--- src/rtl/reg_serial_tx_if.sv ---
// Handshake and serial-line bundle for reg_serial_tx.
// The master drives the load request and word; the slave drives status and the line.
interface reg_serial_tx_if #(
  parameter int unsigned DATA_W = 8
);
  logic              ena;
  logic [DATA_W-1:0] data;
  logic              ready;
  logic              tx;
  logic              busy;
  logic              done;

  modport master (
    output ena,
    output data,
    input  ready,
    input  tx,
    input  busy,
    input  done
  );

  modport slave (
    input  ena,
    input  data,
    output ready,
    output tx,
    output busy,
    output done
  );
endinterface

--- src/rtl/reg_serial_tx.sv ---
// Word-serial transmitter: captures a parallel word on ena && ready and shifts it out
// LSB-first between a low start bit and a high stop bit, CLKS_PER_BIT cycles per bit.
module reg_serial_tx #(
  parameter int unsigned DATA_W       = 8,
  parameter int unsigned CLKS_PER_BIT = 4
) (
  input  logic            clk,
  input  logic            rst,
  reg_serial_tx_if.slave  bus
);

  localparam int unsigned CntW = $clog2(CLKS_PER_BIT + 1);
  localparam int unsigned BitW = $clog2(DATA_W + 1);
  localparam logic [CntW-1:0] CntLast = CntW'(CLKS_PER_BIT - 1);
  localparam logic [BitW-1:0] BitLast = BitW'(DATA_W - 1);

  typedef enum logic [1:0] {
    StIdle,
    StStart,
    StData,
    StStop
  } state_e;

  state_e            state_q;
  logic [DATA_W-1:0] shreg_q;
  logic [CntW-1:0]   cnt_q;
  logic [BitW-1:0]   bit_idx_q;
  logic              tx_q;
  logic              ready_q;
  logic              busy_q;
  logic              done_q;

  logic              bit_end;
  logic [DATA_W-1:0] shreg_shifted;

  assign bit_end       = (cnt_q == CntLast);
  assign shreg_shifted = shreg_q >> 1;

  always_ff @(posedge clk) begin
    if (rst) begin
      state_q   <= StIdle;
      shreg_q   <= '0;
      cnt_q     <= '0;
      bit_idx_q <= '0;
      tx_q      <= 1'b1;
      ready_q   <= 1'b1;
      busy_q    <= 1'b0;
      done_q    <= 1'b0;
    end else begin
      case (state_q)
        StIdle: begin
          done_q  <= 1'b0;
          tx_q    <= 1'b1;
          ready_q <= 1'b1;
          busy_q  <= 1'b0;
          if (bus.ena) begin
            shreg_q   <= bus.data;
            cnt_q     <= '0;
            bit_idx_q <= '0;
            state_q   <= StStart;
            tx_q      <= 1'b0;
            ready_q   <= 1'b0;
            busy_q    <= 1'b1;
          end
        end
        StStart: begin
          if (bit_end) begin
            cnt_q   <= '0;
            state_q <= StData;
            tx_q    <= shreg_q[0];
          end else begin
            cnt_q <= cnt_q + CntW'(1);
          end
        end
        StData: begin
          if (bit_end) begin
            cnt_q     <= '0;
            shreg_q   <= shreg_shifted;
            bit_idx_q <= bit_idx_q + BitW'(1);
            // tx is registered, so the next bit is presented from the shifted value
            if (bit_idx_q == BitLast) begin
              state_q <= StStop;
              tx_q    <= 1'b1;
            end else begin
              tx_q <= shreg_shifted[0];
            end
          end else begin
            cnt_q <= cnt_q + CntW'(1);
          end
        end
        StStop: begin
          if (bit_end) begin
            cnt_q   <= '0;
            state_q <= StIdle;
            tx_q    <= 1'b1;
            ready_q <= 1'b1;
            busy_q  <= 1'b0;
            done_q  <= 1'b1;
          end else begin
            cnt_q <= cnt_q + CntW'(1);
          end
        end
        default: begin
          state_q <= StIdle;
        end
      endcase
    end
  end

  assign bus.tx    = tx_q;
  assign bus.ready = ready_q;
  assign bus.busy  = busy_q;
  assign bus.done  = done_q;

endmodule

--- src/flat_wrapper.sv ---
// flat-port wrapper written by rule: the top's interface ports become plain ports
module reg_serial_tx_flat 
#(
  parameter int unsigned DATA_W       = 8,
  parameter int unsigned CLKS_PER_BIT = 4
)
  (clk, rst, bus_ena, bus_data, bus_ready, bus_tx, bus_busy, bus_done);
  reg_serial_tx_if #(.DATA_W(DATA_W)) bus_i ();
  input  logic clk;
  input  logic rst;
  input wire logic [$bits(bus_i.ena)-1:0] bus_ena;
  input wire logic [$bits(bus_i.data)-1:0] bus_data;
  output wire logic [$bits(bus_i.ready)-1:0] bus_ready;
  output wire logic [$bits(bus_i.tx)-1:0] bus_tx;
  output wire logic [$bits(bus_i.busy)-1:0] bus_busy;
  output wire logic [$bits(bus_i.done)-1:0] bus_done;
  assign bus_i.ena = bus_ena;
  assign bus_i.data = bus_data;
  assign bus_ready = bus_i.ready;
  assign bus_tx = bus_i.tx;
  assign bus_busy = bus_i.busy;
  assign bus_done = bus_i.done;
  reg_serial_tx #(.DATA_W(DATA_W), .CLKS_PER_BIT(CLKS_PER_BIT)) u_core (.clk(clk), .rst(rst), .bus(bus_i));
endmodule
--- config.mk ---
export PLATFORM = sky130hd
export DESIGN_NAME = reg_serial_tx_flat
export DESIGN_NICKNAME = d
export VERILOG_FILES = /design/src/rtl/reg_serial_tx_if.sv /design/src/rtl/reg_serial_tx.sv /design/src/flat_wrapper.sv
export SDC_FILE = /design/constraint.sdc
export NUM_CORES = 1
export LEC_CHECK = 0
export CAP_MARGIN = 5
export CORE_AREA = 10 10 64 66
export CTS_BUF_LIST = sky130_fd_sc_hd__clkbuf_4
export DETAILED_ROUTE_END_ITERATION = 12
export DIE_AREA = 0 0 74 76
export GPL_TIMING_DRIVEN = 0
export SLEW_MARGIN = 10
export SYNTH_ARGS = -nofsm -noshare
export SYNTH_HDL_FRONTEND = slang
export SYNTH_SLANG_ARGS = --single-unit
--- constraint.sdc ---
create_clock -name clk -period 3 [get_ports clk]
set_input_delay 0.6 -clock clk [delete_from_list [all_inputs] [get_ports clk]]
set_output_delay 0.6 -clock clk [all_outputs]
set_load 0.02 [all_outputs]
==> flow_summary.html <==
<table>
<tr><th>Metric</th><th>Value</th></tr>
<tr><th colspan="2">Timing</th></tr>
<tr><td>Number of slew-limit violations in the final report</td><td>0</td></tr>
<tr><td>Final number of hold-violating endpoints</td><td>0</td></tr>
<tr><td>Pin slew with the least headroom to its limit</td><td>about 0.37 ns</td></tr>
<tr><td>Portion of the clock cycle consumed by the worst path in the final layout</td><td>65.8%</td></tr>
<tr><td>Smallest hold slack</td><td>between 0.4 and 0.5 ns</td></tr>
<tr><td>Max Freq</td><td>between 500 and 600 MHz</td></tr>
<tr><td>Clock Skews</td><td>0.00478 ns</td></tr>
<tr><td>Number of failing setup endpoints in the final timing report</td><td>0</td></tr>
<tr><td>Unrepaired setup endpoints after global routing</td><td>no</td></tr>
<tr><td>Final TNS setup</td><td>0 ns</td></tr>
<tr><td>Normalized max-slew margin</td><td>between 70% and 80%</td></tr>
<tr><td>Shortest period the worst path allows</td><td>just under 2 ns</td></tr>
<tr><th colspan="2">Setup path</th></tr>
<tr><td>Required time reported for the critical path endpoint</td><td>roughly 3.2 ns</td></tr>
<tr><td>Critical Path AT</td><td>2.22 ns</td></tr>
<tr><td>Worst stage delay on the critical path</td><td>~0.53 ns</td></tr>
<tr><td>Endpoint kind of the worst setup timing path</td><td>register</td></tr>
<tr><td>Startpoint type of the worst setup path</td><td>input port</td></tr>
<tr><td>Worst-path cell chain</td><td>clkdlybuf4s50_1 -&gt; and2b_4 -&gt; a211oi_4 -&gt; buf_4 -&gt; nor2_1 -&gt; a211oi_1</td></tr>
<tr><td>Standard cell with the maximum stage delay on the critical path</td><td>sky130_fd_sc_hd__clkdlybuf4s50_1</td></tr>
<tr><td>Critical path fanouts, max</td><td>10</td></tr>
<tr><td>Crit Path Class</td><td>in2reg</td></tr>
<tr><th colspan="2">Die</th></tr>
<tr><td>Die span in x</td><td>around 74 um</td></tr>
<tr><td>Count of standard-cell rows</td><td>20</td></tr>
<tr><td>Number of top-level design ports</td><td>15</td></tr>
<tr><td>Floorplan die area</td><td>~0.0056 sq mm</td></tr>
<tr><td>Floorplan core area</td><td>just under 0.003 sq mm</td></tr>
<tr><td>Initial Utilization</td><td>37.8%</td></tr>
<tr><td>Floorplan die height</td><td>around 76 um</td></tr>
<tr><th colspan="2">Clocking</th></tr>
<tr><td>Number of sinks handled by clock tree synthesis</td><td>21</td></tr>
<tr><td>Max Root-Sink Buffers</td><td>2</td></tr>
<tr><td>Gates resized, CTS repair</td><td>0</td></tr>
<tr><td>Cell chosen for the clock root</td><td>sky130_fd_sc_hd__clkbuf_4</td></tr>
<tr><td>Number of buffers inserted for hold repair after clock tree synthesis</td><td>0</td></tr>
<tr><td>Buffer count from post-CTS setup fixing</td><td>0</td></tr>
<tr><td>Total CTS buffers</td><td>3</td></tr>
<tr><td>TritonCTS clock tree</td><td>yes</td></tr>
<tr><td>Latest clock arrival within the worst-skew pair</td><td>about 0.32 ns</td></tr>
<tr><td># H-tree levels</td><td>1</td></tr>
<tr><td>Clock slew seen by the registers of the worst setup and hold paths</td><td>around 0.13 ns</td></tr>
<tr><th colspan="2">Drt</th></tr>
<tr><td>Initial DRC Count</td><td>26</td></tr>
<tr><td>DRC</td><td>0</td></tr>
<tr><td>Wire length per cell</td><td>roughly 13 um</td></tr>
<tr><td>Via count of the routed design</td><td>865</td></tr>
<tr><td>Vias per inst</td><td>around 5.1</td></tr>
<tr><td>Total Routed Length</td><td>about 2200 um</td></tr>
<tr><td>Post-route ant nets</td><td>0</td></tr>
<tr><td>Initial DRT Pass Iterations</td><td>4</td></tr>
<tr><th colspan="2">Place</th></tr>
<tr><td>Gp weighted congestion</td><td>roughly 0.75</td></tr>
<tr><td>Input/output buffers</td><td>13</td></tr>
<tr><td>Cell area after placement</td><td>0.00128 sq mm</td></tr>
<tr><td>Detailed placer's ending HPWL</td><td>between 1500 and 2000 um</td></tr>
<tr><th colspan="2">Layout</th></tr>
<tr><td>Total inserted antenna cells</td><td>0</td></tr>
<tr><td>Multi-input gate area</td><td>632 sq um</td></tr>
<tr><td>Final Core Density</td><td>about 45%</td></tr>
<tr><td>Most common library cell in the layout ignoring fill and taps</td><td>sky130_fd_sc_hd__dfxtp_1</td></tr>
<tr><td>Area used by sequential logic in the layout</td><td>420 sq um</td></tr>
<tr><td>Layout-stage area growth over the synthesis result</td><td>18.0%</td></tr>
<tr><td>Fillers</td><td>~300</td></tr>
<tr><td>Layout cell share with drive strength beyond 1</td><td>between 10% and 20%</td></tr>
<tr><td>Finished Cell Area</td><td>~0.0013 sq mm</td></tr>
<tr><td>Total number of nets in the final design</td><td>approximately 160</td></tr>
<tr><td>Top library cells by usage in the layout, fill and taps aside</td><td>sky130_fd_sc_hd__dfxtp_1 (21), sky130_fd_sc_hd__nor2_1 (18), sky130_fd_sc_hd__clkdlybuf4s50_1 (13)</td></tr>
<tr><th colspan="2">Hold path</th></tr>
<tr><td>Type of the worst min-delay path</td><td>reg2reg</td></tr>
<tr><th colspan="2">Synth</th></tr>
<tr><td>Register area share after synthesis</td><td>between 30% and 40%</td></tr>
<tr><td>Per-instance average area after synthesis</td><td>between 9 and 10 sq um</td></tr>
<tr><td>Post-Synthesis Net Count</td><td>137</td></tr>
<tr><td>Yosys Warn Count</td><td>0</td></tr>
<tr><td>Area of the mapped netlist</td><td>around 0.0011 sq mm</td></tr>
<tr><td>Asr flop ratio synth</td><td>0%</td></tr>
<tr><td>Number of instances in the synthesized netlist</td><td>around 120</td></tr>
<tr><td>Top_reg_cell synth</td><td>sky130_fd_sc_hd__dfxtp_1</td></tr>
<tr><td>Distinct cell type count of the synthesized netlist</td><td>32</td></tr>
<tr><td>Number of flops mapped to enable cells by yosys</td><td>0</td></tr>
<tr><td>FF+latch count, synth</td><td>21</td></tr>
<tr><th colspan="2">Pwr</th></tr>
<tr><td>PD cells</td><td>approximately 950 mW/mm^2</td></tr>
<tr><td>Highest ir drop seen on vdd</td><td>about 0.45 mV</td></tr>
<tr><td>Final total power</td><td>between 0.001 and 0.0015 W</td></tr>
<tr><td>Leakage Power</td><td>between 0.5 and 0.6 nW</td></tr>
<tr><th colspan="2">Run status</th></tr>
<tr><td>Result of the run</td><td>finished clean</td></tr>
<tr><th colspan="2">Run</th></tr>
<tr><td>Maxcap violations</td><td>0</td></tr>
<tr><th colspan="2">Global route</th></tr>
<tr><td>Initial antenna violation count</td><td>0</td></tr>
<tr><td>Congestion Overflow GR</td><td>0</td></tr>
<tr><td>Largest net degree at the start of global routing</td><td>13</td></tr>
<tr><td>First-pass GRT wire length</td><td>between 3000 and 4000 um</td></tr>
<tr><td>Total track usage</td><td>about 7.9%</td></tr>
<tr><td>Vias in the first global route</td><td>884</td></tr>
</table>
through the flow:
step	cells	setup slack [ns]
finish	169	1.02
global route	169	0.847
CTS	169	1.02
detailed placement	165	0.701
global placement	165	0.684
floorplan	119	1.19
where the power goes:
part / leakage (nW) / internal [W] / switching [W] / total (W)
registers: 0.172 / 0.000355 / 0.0000467 / 0.000402
logic: 0.320 / 0.000323 / 0.000371 / 0.000694
clock network: 0.0177 / 0.0000500 / 0.0000951 / 0.000145
worst max-delay path: cells and delay by family:
| kind | cells | cell delay (ns) |
|---|---|---|
| buffers and inverters | 2 | 0.77 |
| AOI/OAI and AO/OA | 2 | 0.53 |
| and+or+nand+nor | 2 | 0.30 |
per-layer routing:
metal / vias up / part of all wire (%) / GRT usage [%]
met5: - / 0 / 0
met1: 390 / 49 / 8.89
met3: 4 / 6.6 / 2.60
met2: 17 / 43 / 12.4
met4: 0 / 1.8 / 4.85
li1: 454 / - / -
flip-flops by register name (all words and copies together), names as in the netlist:
signal,cells
u_core.bus.ready,1
u_core.bus.done,1
u_core.cnt_q,3
u_core.bus.tx,1
u_core.state_q,2
u_core.bus.busy,1
u_core.shreg_q,8
u_core.bit_idx_q,4
final cells by class:
cell class / instances / share of cell area, %
multi-input cells: 88 / 48.4
flip-flops and latches: 21 / 32.2
repair buffers: 13 / 9.96
well taps: 33 / 3.16
plain buffers: 5 / 2.78
clock buffers: 3 / 1.72
inverters: 5 / 1.44
clock inverters: 1 / 0.383
synth_stat cells, types with 2 or more instances:
cell type                  instances  area [sq um]
sky130_fd_sc_hd__o21ai_0           5          25.0
sky130_fd_sc_hd__mux2i_1          10           100
sky130_fd_sc_hd__a211oi_1          7          52.6
sky130_fd_sc_hd__nand3_1           5          25.0
sky130_fd_sc_hd__inv_1             5          18.8
sky130_fd_sc_hd__nand2_1           6          22.5
sky130_fd_sc_hd__ha_1              7          87.6
sky130_fd_sc_hd__nand3b_1          3          22.5
sky130_fd_sc_hd__nor2_1           18          67.6
sky130_fd_sc_hd__buf_4             2          15.0
sky130_fd_sc_hd__a21oi_1           7          35.0
sky130_fd_sc_hd__buf_2             2          10.0
sky130_fd_sc_hd__and3_1            2          12.5
sky130_fd_sc_hd__dfxtp_1          21           420
sky130_fd_sc_hd__nor2b_1           2          12.5
final timing paths:
check                                                     from                              to  slack [ns]  depth (start not counted)
worst max-delay path                                   bus_ena  u_core.shreg_q[6]$_SDFFE_PP0P_        1.02                          6
worst min-delay path            u_core.shreg_q[7]$_SDFFE_PP0P_  u_core.shreg_q[7]$_SDFFE_PP0P_        0.46                          2
worst max register to register  u_core.state_q[0]$_SDFFE_PP0P_  u_core.shreg_q[6]$_SDFFE_PP0P_        1.05                          7
worst min register to register  u_core.shreg_q[7]$_SDFFE_PP0P_  u_core.shreg_q[7]$_SDFFE_PP0P_        0.46                          2
logic make-up after synthesis:
kind of cell	synth area share (%)
flops	38.0
simple gates	20.1
fa+ha+maj	7.91
compound gates	20.0
mux	9.04
buf+inv	4.97
(Power assumes the default switching activity.)
